<file path="src/rtl/mac_sched_if.sv">
// mac_sched_if: request/result bundle for the shared byte-slice MAC scheduler.
//
// Handshake rule (applies to every channel in this bundle): a transfer happens
// on the rising clock edge where valid and ready are both high. The producer
// holds valid and its payload stable until that edge. Ready may be driven
// combinationally and may depend on valid. Valid never depends on ready.
//
// Signals:
//   req0_*  requester 0: valid/ready, attribute word, coefficient word
//   req1_*  requester 1: same as requester 0
//   res_*   result: valid/ready, 20-bit data, tag naming the owning requester
//   busy    scheduler is not idle
//
// Modports:
//   slave   the scheduler side
//   master  the requester/consumer side
interface mac_sched_if #(
  parameter int ATTR_WIDTH      = 24,
  parameter int RAM1_DATA_WIDTH = 34,
  parameter int ACC_WIDTH       = 20
);
  logic                       req0_valid;
  logic                       req0_ready;
  logic [ATTR_WIDTH-1:0]      req0_attr;
  logic [RAM1_DATA_WIDTH-1:0] req0_coeff;

  logic                       req1_valid;
  logic                       req1_ready;
  logic [ATTR_WIDTH-1:0]      req1_attr;
  logic [RAM1_DATA_WIDTH-1:0] req1_coeff;

  logic                       res_valid;
  logic                       res_ready;
  logic [ACC_WIDTH-1:0]       res_data;
  logic                       res_tag;

  logic                       busy;

  modport slave (
    input  req0_valid, req0_attr, req0_coeff,
    input  req1_valid, req1_attr, req1_coeff,
    input  res_ready,
    output req0_ready, req1_ready,
    output res_valid, res_data, res_tag,
    output busy
  );

  modport master (
    output req0_valid, req0_attr, req0_coeff,
    output req1_valid, req1_attr, req1_coeff,
    output res_ready,
    input  req0_ready, req1_ready,
    input  res_valid, res_data, res_tag,
    input  busy
  );
endinterface

</file>
<file path="src/rtl/mac_sched.sv">
// mac_sched: round-robin scheduler and sequencer for one shared byte-slice
// multiply-accumulate datapath.
//
// Two requesters each offer an attribute word (three 8-bit slices) and a
// coefficient word (three 8-bit slices plus a 10-bit bias). One request is
// accepted at a time; the result is
//   sum_k a_k * b_k + bias,  k = 0..2, slices taken MSB first,
// returned with a tag naming the requester.
//
// Ports:
//   clk  rising-edge clock
//   rst  synchronous, active-high reset; aborts any operation in flight
//   bus  mac_sched_if.slave: req0_*, req1_*, res_*, busy
//
// Sequence per request (T = accept edge):
//   T        latch operands, clear acc, enter MAC
//   T+1..T+3 one slice product accumulated per edge
//   T+4      bias added, res_valid rises
//   DONE     result held until res_ready; the next accept is one cycle later
module mac_sched #(
  parameter int ATTR_WIDTH      = 24,
  parameter int RAM1_DATA_WIDTH = 34,
  parameter int ACC_WIDTH       = 20
) (
  input logic          clk,
  input logic          rst,
  mac_sched_if.slave   bus
);

  localparam logic [1:0] IDLE = 2'd0;
  localparam logic [1:0] MAC  = 2'd1;
  localparam logic [1:0] BIAS = 2'd2;
  localparam logic [1:0] DONE = 2'd3;

  localparam logic [1:0] LAST_STEP = 2'd2;

  logic [1:0]                 state;
  logic [1:0]                 step;
  logic [ACC_WIDTH-1:0]       acc;
  logic                       last_grant;
  logic [ATTR_WIDTH-1:0]      attr_q;
  logic [RAM1_DATA_WIDTH-1:0] coeff_q;
  logic                       tag_q;

  logic                       res_valid_q;
  logic [ACC_WIDTH-1:0]       res_data_q;
  logic                       res_tag_q;

  logic                       idle;
  logic                       grant0;
  logic                       grant1;
  logic                       accept0;
  logic                       accept1;

  logic [7:0]                 a_sel;
  logic [7:0]                 b_sel;
  logic [15:0]                prod;
  logic [ACC_WIDTH-1:0]       prod_ext;
  logic [ACC_WIDTH-1:0]       bias_ext;

  // --------------------------------------------------------------------------
  // Arbitration. A lone requester always wins; on a tie the requester that
  // did not win last time goes first. last_grant resets to 1 so requester 0
  // takes the first tie. Ready is only offered in IDLE, so at most one ready
  // is ever high.
  // --------------------------------------------------------------------------
  assign idle = (state == IDLE);

  always_comb begin
    grant0 = bus.req0_valid & (~bus.req1_valid | last_grant);
    grant1 = bus.req1_valid & (~bus.req0_valid | ~last_grant);
  end

  assign accept0 = idle & grant0;
  assign accept1 = idle & grant1;

  assign bus.req0_ready = accept0;
  assign bus.req1_ready = accept1;
  assign bus.busy       = ~idle;

  assign bus.res_valid  = res_valid_q;
  assign bus.res_data   = res_data_q;
  assign bus.res_tag    = res_tag_q;

  // --------------------------------------------------------------------------
  // Slice selection: step 0 uses the most significant byte of each word.
  // The coefficient slices sit above the 10-bit bias field.
  // --------------------------------------------------------------------------
  always_comb begin
    a_sel = 8'd0;
    b_sel = 8'd0;
    case (step)
      2'd0: begin
        a_sel = attr_q[23:16];
        b_sel = coeff_q[33:26];
      end
      2'd1: begin
        a_sel = attr_q[15:8];
        b_sel = coeff_q[25:18];
      end
      default: begin
        a_sel = attr_q[7:0];
        b_sel = coeff_q[17:10];
      end
    endcase
  end

  // 8x8 unsigned product, carried at 16 bits before zero-extension.
  assign prod     = {8'd0, a_sel} * {8'd0, b_sel};
  assign prod_ext = {{(ACC_WIDTH-16){1'b0}}, prod};
  assign bias_ext = {{(ACC_WIDTH-10){1'b0}}, coeff_q[9:0]};

  // --------------------------------------------------------------------------
  // Sequencer. Worst case is 3*255*255 + 1023 = 196098, below 2^18, so the
  // 20-bit accumulator never wraps.
  // --------------------------------------------------------------------------
  always_ff @(posedge clk) begin
    if (rst) begin
      state       <= IDLE;
      step        <= 2'd0;
      acc         <= '0;
      last_grant  <= 1'b1;
      attr_q      <= '0;
      coeff_q     <= '0;
      tag_q       <= 1'b0;
      res_valid_q <= 1'b0;
      res_data_q  <= '0;
      res_tag_q   <= 1'b0;
    end else begin
      case (state)
        IDLE: begin
          if (accept0 || accept1) begin
            // Requester inputs are sampled here only; later changes on the
            // request ports have no effect on this operation.
            attr_q     <= accept1 ? bus.req1_attr  : bus.req0_attr;
            coeff_q    <= accept1 ? bus.req1_coeff : bus.req0_coeff;
            tag_q      <= accept1;
            last_grant <= accept1;
            acc        <= '0;
            step       <= 2'd0;
            state      <= MAC;
          end
        end

        MAC: begin
          acc <= acc + prod_ext;
          if (step == LAST_STEP) begin
            step  <= 2'd0;
            state <= BIAS;
          end else begin
            step <= step + 2'd1;
          end
        end

        BIAS: begin
          res_data_q  <= acc + bias_ext;
          res_tag_q   <= tag_q;
          res_valid_q <= 1'b1;
          state       <= DONE;
        end

        DONE: begin
          // res_valid is always high here, so res_ready alone completes the
          // transfer. A new request waits for IDLE on the next cycle.
          if (bus.res_ready) begin
            res_valid_q <= 1'b0;
            state       <= IDLE;
          end
        end

        default: begin
          state <= IDLE;
        end
      endcase
    end
  end

endmodule

</file>
<file path="src/flat_wrapper.sv">
// flat-port wrapper written by rule: the top's interface ports become plain ports
module mac_sched_flat 
#(
  parameter int ATTR_WIDTH      = 24,
  parameter int RAM1_DATA_WIDTH = 34,
  parameter int ACC_WIDTH       = 20
)
  (clk, rst, bus_req0_valid, bus_req0_attr, bus_req0_coeff, bus_req1_valid, bus_req1_attr, bus_req1_coeff, bus_res_ready, bus_req0_ready, bus_req1_ready, bus_res_valid, bus_res_data, bus_res_tag, bus_busy);
  mac_sched_if #(.ATTR_WIDTH(ATTR_WIDTH), .RAM1_DATA_WIDTH(RAM1_DATA_WIDTH), .ACC_WIDTH(ACC_WIDTH)) bus_i ();
  input logic clk;
  input logic rst;
  input wire logic [$bits(bus_i.req0_valid)-1:0] bus_req0_valid;
  input wire logic [$bits(bus_i.req0_attr)-1:0] bus_req0_attr;
  input wire logic [$bits(bus_i.req0_coeff)-1:0] bus_req0_coeff;
  input wire logic [$bits(bus_i.req1_valid)-1:0] bus_req1_valid;
  input wire logic [$bits(bus_i.req1_attr)-1:0] bus_req1_attr;
  input wire logic [$bits(bus_i.req1_coeff)-1:0] bus_req1_coeff;
  input wire logic [$bits(bus_i.res_ready)-1:0] bus_res_ready;
  output wire logic [$bits(bus_i.req0_ready)-1:0] bus_req0_ready;
  output wire logic [$bits(bus_i.req1_ready)-1:0] bus_req1_ready;
  output wire logic [$bits(bus_i.res_valid)-1:0] bus_res_valid;
  output wire logic [$bits(bus_i.res_data)-1:0] bus_res_data;
  output wire logic [$bits(bus_i.res_tag)-1:0] bus_res_tag;
  output wire logic [$bits(bus_i.busy)-1:0] bus_busy;
  assign bus_i.req0_valid = bus_req0_valid;
  assign bus_i.req0_attr = bus_req0_attr;
  assign bus_i.req0_coeff = bus_req0_coeff;
  assign bus_i.req1_valid = bus_req1_valid;
  assign bus_i.req1_attr = bus_req1_attr;
  assign bus_i.req1_coeff = bus_req1_coeff;
  assign bus_i.res_ready = bus_res_ready;
  assign bus_req0_ready = bus_i.req0_ready;
  assign bus_req1_ready = bus_i.req1_ready;
  assign bus_res_valid = bus_i.res_valid;
  assign bus_res_data = bus_i.res_data;
  assign bus_res_tag = bus_i.res_tag;
  assign bus_busy = bus_i.busy;
  mac_sched #(.ATTR_WIDTH(ATTR_WIDTH), .RAM1_DATA_WIDTH(RAM1_DATA_WIDTH), .ACC_WIDTH(ACC_WIDTH)) u_core (.clk(clk), .rst(rst), .bus(bus_i));
endmodule
</file>
<file path="config.mk">
export PLATFORM = sky130hd
export DESIGN_NAME = mac_sched_flat
export DESIGN_NICKNAME = d
export VERILOG_FILES = /design/src/rtl/mac_sched_if.sv /design/src/rtl/mac_sched.sv /design/src/flat_wrapper.sv
export SDC_FILE = /design/constraint.sdc
export NUM_CORES = 1
export LEC_CHECK = 0
export ABC_AREA = 1
export ABC_CLOCK_PERIOD_IN_PS = 7700
export CAP_MARGIN = 20
export CORE_ASPECT_RATIO = 0.8
export CORE_MARGIN = 1
export CORE_UTILIZATION = 40
export DETAILED_ROUTE_END_ITERATION = 7
export SLEW_MARGIN = 20
export SYNTH_ARGS = -nofsm -noshare
export SYNTH_HDL_FRONTEND = slang
export SYNTH_SLANG_ARGS = --single-unit
</file>
<file path="constraint.sdc">
create_clock -name clk -period 7.7 [get_ports clk]
set_input_delay 0.77 -clock clk [delete_from_list [all_inputs] [get_ports clk]]
set_output_delay 0.77 -clock clk [all_outputs]
set_load 0.05 [all_outputs]
</file>
==> flow_metrics.py <==
metrics = {
    "clock_network": {
        "cts_setup_buffers": 0,
        "hold_buffers": 0,
        "cts_tree": "yes",
        "cts_root_buffer": "clkbuf_16",
        "cts.path.max_buffers": 2,
        "worstSkewPairLatency_ps": 350,
        "cts.sink_count": 106,
        "clk_pin_slew_ps": 80,
        "post_cts_resized": 0,
        "htreeDepth": 3,
        "cts-buffers-inserted": 9,
    },
    "place": {
        "dp_hpwl_um": 18760,
        "port_buffers": 145,
        "place_congestion": 0.8874,
        "preCtsSetupSlack_ps": 2729,
    },
    "grt": {
        "grt_use_total": 0.2237,
        "grt_pass1_wl_um": 39870,
        "antenna_found_initial": 0,
        "overflow": 0,
        "grt_pass1_vias": 7773,
        "grt_max_degree": 105,
    },
    "logic_synthesis": {
        "synth_cell_type_count": 35,
        "ys_warn_count": 0,
        "synth_edf_count": 0,
        "synth-main-ff-cell": "dfxtp_1",
        "syn_area_per_cell_um2": 6.638,
        "seq_area_frac_synth": 0.2453,
        "syn_inst": 1303,
        "synth_nets": 1530,
        "netlist_area_um2": 8650,
        "async_flop_share": 0,
        "ys_ff_latch": 106,
    },
    "timing": {
        "relSlewSlack": 0.2918,
        "tns_ps": 0,
        "max_freq_mhz": 202.4,
        "finalHoldViolCount": 0,
        "rsz0062_at_grt": "no",
        "min_period_ps": 4941,
        "tightest_slew_ps": 1062,
        "timing.final.crit_share": 0.6417,
        "timing.final.ws_setup_ps": 2759,
        "slew_viol_final": 0,
        "final-setup-viol-count": 0,
        "finClkSkew_ps": 8.105,
    },
    "critical_path": {
        "cp-end-kind": "flip-flop",
        "worst-setup-path-type": "reg2reg",
        "path_max_fanout": 17,
        "worst_setup_path_start_kind": "flip-flop",
        "arrival_ps": 5220,
        "critPathRequiredTime_ps": 7980,
    },
    "layout": {
        "drive_gt1_frac": 0.03022,
        "area_growth_pct": 22.26,
        "nNetsFinal": 1645,
        "diodes": 0,
    },
    "floorplan": {
        "dieArea_um2": 22220,
        "die_h_um": 133.5,
        "initial_core_util": 0.4132,
        "core_area_um2": 20940,
        "pin_count": 146,
        "die_x_um": 166.4,
        "row_count": 47,
    },
    "outcome": {
        "violations": "DRC",
        "outcome": "complete, but fails checks",
    },
    "drt": {
        "post_drt_wl_per_cell_um": 14.04,
        "drc": 9,
        "wirelength_um": 23750,
        "drt_iter0_drc": 513,
        "ant_nets": 0,
        "vias": 8118,
        "via_per_inst": 4.798,
        "drt_pass1_iterations": 7,
    },
    "power": {
        "p_seq_frac": 0.209,
        "sw_frac_of_total": 0.5197,
        "irDropWorstVdd_v": 0.0002179,
        "p_leak_uw": 0.005486,
        "clock_power_share": 0.128,
        "power_switching_uw": 2117,
        "p_per_area_nw_per_um2": 385.1,
        "pwr-share-comb": 0.663,
        "total_power_uw": 4073,
        "internal_power_uw": 1956,
    },
    "flow_run": {
        "max_cap_violations": 0,
    },
    "hold_path": {
        "hold_path.class": "reg2reg",
    },
}
## routing by layer
metal / up-vias / track usage / wire length, um
met4: 0 / 0.03447 / 163
met2: 184 / 0.3392 / 9824
met3: 12 / 0.03922 / 1224
met1: 3673 / 0.3344 / 12540
li1: 4249 / - / -
met5: - / 0 / 0
## logic make-up after synthesis
logic type                 after synthesis  share of synthesized area
and+or+nand+nor                        571                     0.2706
adders and majority gates              106                     0.1976
AOI/OAI and AO/OA                      172                     0.1234
xor gates and xnor gates                 7                   0.007088
DFF                                    106                     0.2453
buffers and inverters                  341                     0.1559
## cell usage in the layout (no fill, tap or decap), types with 9 or more instances in the layout
cell	Yosys	layout
inv_2	11	11
inv_1	283	283
o21a_1	16	16
o211ai_1	60	60
fa_1	51	51
nand2_1	329	329
clkdlybuf4s50_1	0	145
o21ai_0	26	26
nor2_1	115	115
a21oi_1	63	63
clkbuf_16	0	9
nand3_1	109	109
ha_1	55	55
dfxtp_1	106	106
## power groups by stage
stage / Combinational (uW) / Sequential [uW] / Clock [uW]
floorplan: 1960 / 925 / 0
global placement: 2710 / 860 / 0
detailed placement: 2710 / 860 / 0
CTS: 2730 / 849 / 534
global route: 3140 / 871 / 557
finish: 2700 / 851 / 522
## metrics by stage
stage,std cells,instance area (um2),util,hold slack [ps]
2_1_floorplan,1303,8650,-,439.4
6_report,1692,10580,0.5051,477.5
5_1_grt,1692,10580,0.5051,499.0
4_1_cts,1692,10580,0.5051,480.4
3_5_place_dp,1676,10240,0.4891,465.9
3_3_place_gp,1676,10240,0.4891,455.7
## worst paths after layout
path                   from              to  slack [ps]  cells after the start
min reg2reg    u_core.tag_q    u_core.tag_q         480                      2
max          u_core.step[1]  u_core.acc[11]        2760                     21
min            u_core.tag_q    u_core.tag_q         480                      2
max reg2reg  u_core.step[1]  u_core.acc[11]        2760                     21
## critical path: stages, from the launching register on
cell	delay [ps]
dfxtp_1	350
nor2_2	520
a21oi_1	140
o21a_1	210
inv_1	200
nor2_1	90
fa_1	480
fa_1	520
fa_1	550
inv_1	60
fa_1	520
inv_1	40
ha_1	360
nand2_1	110
inv_1	60
nand2_1	60
nand2_1	60
inv_1	50
nand2_1	90
a21oi_1	130
o21ai_0	130
a21oi_1	150
## synth_stat cells, types with 2 or more instances
cell / instances / area share
buf_4: 2 / 0.0017
xor2_1: 3 / 0.0030
fa_1: 51 / 0.12
inv_2: 11 / 0.0048
dfxtp_1: 106 / 0.25
buf_2: 18 / 0.010
ha_1: 55 / 0.080
o21a_1: 16 / 0.014
nor3_1: 2 / 0.0012
nor2_1: 115 / 0.050
a21oi_1: 63 / 0.036
o21ai_0: 26 / 0.015
nand2_4: 2 / 0.0026
o211ai_1: 60 / 0.052
nand2_1: 329 / 0.14
nand4_1: 3 / 0.0022
clkbuf_1: 20 / 0.0087
or2_2: 2 / 0.0014
nand2_2: 3 / 0.0022
nand3b_1: 4 / 0.0035
buf_6: 5 / 0.0065
nand3_1: 109 / 0.063
inv_1: 283 / 0.12
xnor2_1: 4 / 0.0040
## flip-flops by register name (all words and copies together) (netlist names)
signal,count
u_core.acc,20
u_core.state,2
u_core.step,2
u_core.last_grant,1
u_core.tag_q,1
u_core.bus.res_tag,1
u_core.bus.res_valid,1
u_core.coeff_q,34
u_core.attr_q,24
u_core.bus.res_data,20
## layout make-up
class	instances	area [um2]
well taps	269	336.6
inverters	295	1109
repair buffers	150	1489
fillers	2150	10360
flip-flops and latches	106	2122
clock inverters	7	110.1
clock buffers	9	225.2
multi-input cells	856	5184
No activity file was read; power rests on OpenSTA's default activity.
